## src/rtl/shift_reg_sipo_word.sv

```systemverilog
// Serial-in/parallel-out word assembler: shifts sdi on en, latches Q with a one-cycle q_valid pulse.
// Optional even-parity trailer bit per frame when SHIFT_REG_SIPO_PARITY_EN is defined.
module shift_reg_sipo_word #(
    parameter int WIDTH     = 4,
    parameter int MSB_FIRST = 1
) (
    input  logic                         clk,
    input  logic                         reset,
    input  logic                         sdi,
    input  logic                         en,
    input  logic                         clear,
    output logic [WIDTH-1:0]             Q,
    output logic                         q_valid,
    output logic [WIDTH-1:0]             live,
    output logic [$clog2(WIDTH+1)-1:0]   bit_cnt,
    output logic                         par_err
);

    localparam int CW = $clog2(WIDTH+1);
    localparam logic [CW-1:0] LAST_DATA = CW'(WIDTH-1);

    logic [WIDTH-1:0] shreg;
    logic [WIDTH-1:0] shifted;

    generate
        if (MSB_FIRST != 0) begin : g_msb
            assign shifted = {shreg[WIDTH-2:0], sdi};
        end else begin : g_lsb
            assign shifted = {sdi, shreg[WIDTH-1:1]};
        end
    endgenerate

    assign live = shreg;

`ifdef SHIFT_REG_SIPO_PARITY_EN
    localparam logic [CW-1:0] PAR_SLOT = CW'(WIDTH);

    // The parity bit occupies slot WIDTH and is checked, never shifted in.
    always_ff @(posedge clk or negedge reset) begin
        if (!reset) begin
            shreg   <= '0;
            bit_cnt <= '0;
            Q       <= '0;
            q_valid <= 1'b0;
            par_err <= 1'b0;
        end else begin
            q_valid <= 1'b0;
            if (clear) begin
                shreg   <= '0;
                bit_cnt <= '0;
                par_err <= 1'b0;
            end else if (en) begin
                if (bit_cnt == PAR_SLOT) begin
                    Q       <= shreg;
                    q_valid <= 1'b1;
                    par_err <= (^shreg) ^ sdi;
                    bit_cnt <= '0;
                end else begin
                    shreg   <= shifted;
                    bit_cnt <= bit_cnt + CW'(1);
                end
            end
        end
    end
`else
    assign par_err = 1'b0;

    always_ff @(posedge clk or negedge reset) begin
        if (!reset) begin
            shreg   <= '0;
            bit_cnt <= '0;
            Q       <= '0;
            q_valid <= 1'b0;
        end else begin
            q_valid <= 1'b0;
            if (clear) begin
                shreg   <= '0;
                bit_cnt <= '0;
            end else if (en) begin
                shreg <= shifted;
                // Last bit goes straight into Q so the next frame can start with no dead cycle.
                if (bit_cnt == LAST_DATA) begin
                    Q       <= shifted;
                    q_valid <= 1'b1;
                    bit_cnt <= '0;
                end else begin
                    bit_cnt <= bit_cnt + CW'(1);
                end
            end
        end
    end
`endif

endmodule

```

## config.mk

```make
export PLATFORM = sky130hd
export DESIGN_NAME = shift_reg_sipo_word
export DESIGN_NICKNAME = d
export VERILOG_FILES = /design/src/rtl/shift_reg_sipo_word.sv
export SDC_FILE = /design/constraint.sdc
export NUM_CORES = 1
export LEC_CHECK = 0
export ABC_AREA = 1
export CAP_MARGIN = 10
export CORE_AREA = 8 8 45 47
export DETAILED_ROUTE_END_ITERATION = 8
export DIE_AREA = 0 0 53 55
export PLACE_DENSITY = 0.69
export SLEW_MARGIN = 5
export SYNTH_ARGS = -nofsm -noshare
export SYNTH_HDL_FRONTEND = slang
export SYNTH_SLANG_ARGS = --single-unit
```

## constraint.sdc

```tcl
create_clock -name clk -period 1.5 [get_ports clk]
set_clock_uncertainty 0.1 [all_clocks]
set_input_delay 0.3 -clock clk [delete_from_list [all_inputs] [get_ports clk]]
set_output_delay 0.3 -clock clk [all_outputs]
set_load 0.03 [all_outputs]
```

---- Word level (Yosys, flattened, before mapping) ----
Index checks and enable logic that the tools add are counted.
word-level totals
  logic and storage cells ................. 17
  output and inout bits ................... 13
  input bits .............................. 5
  flip-flop bits (word level) ............. 12
operators by class
  bitwise gates (word level) .............. 1
  equality and inequality tests ........... 1
  mux-type cells .......................... 8
  reductions and logical operators ........ 2
  add/subtract/negate cells ............... 1
operator list
  cell                                                              count
  3-bit two-way mux                                                 3
  4-bit two-way mux                                                 2
  3-bit by 1-bit adder with 3-bit output (second input constant)    1
  3-bit by 2-bit == test with 1-bit output (second input constant)  1
  1-bit two-way mux                                                 3
  3-bit AND reduction                                               1
  2-bit nonzero test                                                1
  1-bit NOT                                                         1

---- Depth between registers and ports, before layout ----
  depth after elaboration ................. 4
  gate-level depth with buffers ........... 6
  depth with buffers taken out ............ 6

---- Least setup slack after synthesis ----
OpenSTA, ideal clock, no wires.
  path type ............................... reg2reg
  start point ............................. reg bit_cnt[0]
  end point ............................... reg Q[0]
  required time ........................... 1.282 ns
  cell stages (with the launch flop) ...... 7
  data arrival time ....................... 1.156 ns
  buffers on the path ..................... 0
  setup slack ............................. 0.126 ns
  cell sequence ........................... dfrtp_1 -> ha_1 -> inv_1 -> nor2_2 -> nand2_1 -> nand2_1 -> nand2_1
on the way
  longest elaborated chain between the ends .. 2
RTL lines
  item                                      line  text
  start, declared                           15    output logic [$clog2(WIDTH+1)-1:0] bit_cnt,
  start signal, assigned                    87    bit_cnt <= bit_cnt + CW'(1);
  3-bit by 2-bit == test with 1-bit output  82    if (bit_cnt == LAST_DATA) begin
  3-bit AND reduction (no line)             -
  end signal, assigned                      83    Q <= shifted;
  end, declared                             12    output logic [WIDTH-1:0] Q,
No other way between the ends.
A chain may end at the register's enable or synchronous reset.

---- Worst setup path in the final report ----
  start point ............................. reg shreg[3] (netlist: live[3])
  end point ............................... out live[3]
RTL lines
  item                    line  text
  start, declared         22    logic [WIDTH-1:0] shreg;
  start signal, assigned  80    shreg <= shifted;
  end, declared           14    output logic [WIDTH-1:0] live,
No word-level cell between the ends.

==> out/metrics.yaml <==
routing:
  ant_nets: 0
  route.detailed.drc: 0
  wl_mm: 1.04
  drt_iter0_drc: 7
  drt-vias-per-instance: 4.27
  wire_per_inst_um: 10.6
  vias: 418
  dr.pass1.iters: 4
cts:
  holdBufCountCts: 0
  cts.sinks: 12
  root_buffer: "clkbuf_4"
  clk_transition_reported_paths_ns: 0.07
  insertion_delay_ns: 0.26
  numCtsBuffers: 3
  clockBufferDepth: 2
  cts_tree: "yes"
  htree_levels: 1
sta:
  setup_viol: 0
  finalMaxSlewViolations: 0
  post-route-period-util_pct: 95.5
  hold_slack_ns: 0.228
  setup_tns_ns: 0
  rsz0062_at_grt: "false"
  fmax_ghz: 0.698
  fin_crit_ns: 1.43
  final-hold-violation-count: 0
die:
  boundaryPins: 18
  rows: 14
  dieArea_mm2: 0.00292
  initial_utilization_pct: 36.3
  core_area_mm2: 0.00138
  die_h_um: 55
  fp.dieW_um: 53
run:
  maxCapViolations: 0
yosys:
  yosys_warnings: 0
  synth_most_common_cell: "nand2_1"
  ys_seq_elements: 12
  synth_top_area_share_pct: 59.9
  postSynthCellCount: 57
  async_reset_ff_share_pct: 100
  yosysTopAreaCell: "dfrtp_1"
  ys_types: 11
  synthTopCellsByCount: "26 x nand2_1, 12 x dfrtp_1, 5 x nand3_1"
  syn_area_um2: 502
  synth_edf_count: 0
  ys_seq_area_share_pct: 59.9
  synthFlopType: "dfrtp_1"
  syn-num-nets: 63
  avgSynthCellArea_um2: 8.80
  ys_top_cells_by_area: "dfrtp_1 60%, nand2_1 19%, nand3_1 5.0%"
setup_path:
  cp_slowest_stage_delay_ns: 0.41
  arrival_ns: 1.03
  crit_family: "buffers and inverters"
  worstSetupStartpointType: "register"
  crit_buf_inv: 1
  cp.required_ns: 1.10
  critPathKind: "register to output pin"
  endpoint_kind: "output pin"
  cp_slowest_cell: "dlygate4sd2_1"
  path_cells: "dlygate4sd2_1"
  cp_max_fo: 2
global_routing:
  grt_max_degree: 13
  grt_overflow: 0
  antenna_found_initial: 0
  track_usage_pct: 7.62
  grt_pass1_wl_mm: 1.63
  grt_pass1_vias: 378
finish:
  n_antenna_cell: 0
  area_growth_pct: 47.1
  final_util_pct: 53.3
  drive_gt1_share_pct: 18.3
  fin_cells: 98
  fin_area_um2: 738
  fin_nets: 89
placement:
  dpl-instance-area_um2: 714
  portBuffers: 16
  dpl.hpwl_um: 835
  place_inst: 94
  gp_congestion: 0.767
power:
  p_per_area_mw_per_mm2: 959
  p_leak_nw: 0.451
  irDropWorstVdd_mv: 0.515
min_path:
  hold_path_class: "input port to asynchronous set/reset pin"
outcome:
  outcome: "finished, final reports clean"
[cell usage in the layout (no fill, tap or decap), types with 2 or more instances in the layout]
cell type	Yosys	routed
inv_1	4	4
nor2_1	2	2
nor2_2	2	2
clkbuf_4	0	3
dlygate4sd2_1	0	10
nand3_1	5	5
clkdlybuf4s50_1	0	4
nand2_1	26	26
buf_4	2	9
dfrtp_1	12	12
[power by group]
| group | switching (mW) | internal [mW] | total (mW) | leakage (nW) |
|---|---|---|---|---|
| registers | 0.00928 | 0.338 | 0.347 | 0.165 |
| clock network | 0.104 | 0.147 | 0.251 | 0.0210 |
| logic | 0.0676 | 0.0423 | 0.110 | 0.265 |
[area by class of cell]
type,instances,area (um2)
Clock buffer,4,36.3
Fill cell,135,646
Inverter,4,15.0
Tap cell,16,20.0
Timing Repair Buffer,23,195
Sequential cell,12,300
Multi-Input combinational cell,39,171
[stage by stage]
stage / worst slack [ns] / power [mW]
floorplan: 0.126 / 0.413
global placement: 0.0726 / 0.472
detailed placement: 0.0514 / 0.474
CTS: 0.0535 / 0.716
global route: 0.0248 / 0.742
finish: 0.0675 / 0.708
[per-layer routing]
layer	global-route usage, %	share of wire [%]	vias to the layer above
met5	0	0	-
met4	3.88	0	0
met3	3.48	8.5	0
met2	11.1	46	9
met1	9.25	45	185
li1	-	-	224
[logic make-up after synthesis]
family | share of synthesized area [%]
buffers and inverters | 5.98
adder cells (fa/ha/maj) | 2.49
flip-flops | 59.9
AO/OA/AOI/OAI | 0.997
other | 0.747
AND/OR/NAND/NOR | 29.9
[state kept, by name, indices dropped and copies added, names as in the netlist]
name     count
Q            4
live         4
bit_cnt      3
q_valid      1
[path summary, 6_finish.rpt]
check / startpoint / endpoint / slack [ns] / depth (start not counted)
worst min register to register: Q[0] / Q[0] / 0.37 / 2
worst max-delay path: live[3] / live[3] / 0.07 / 1
worst max register to register: bit_cnt[0] / Q[3] / 0.19 / 6
max in group asynchronous: reset / live[2] / 0.92 / 2
min in group clk: Q[0] / Q[0] / 0.37 / 2
worst min-delay path: reset / Q[0] / 0.23 / 2
[what timing repair did]
action                     4_1_cts  5_1_grt
buffers inserted                 0        0
setup endpoints to repair       10        0
gates resized for setup         10        0
Power figures use the tool's default switching activity.
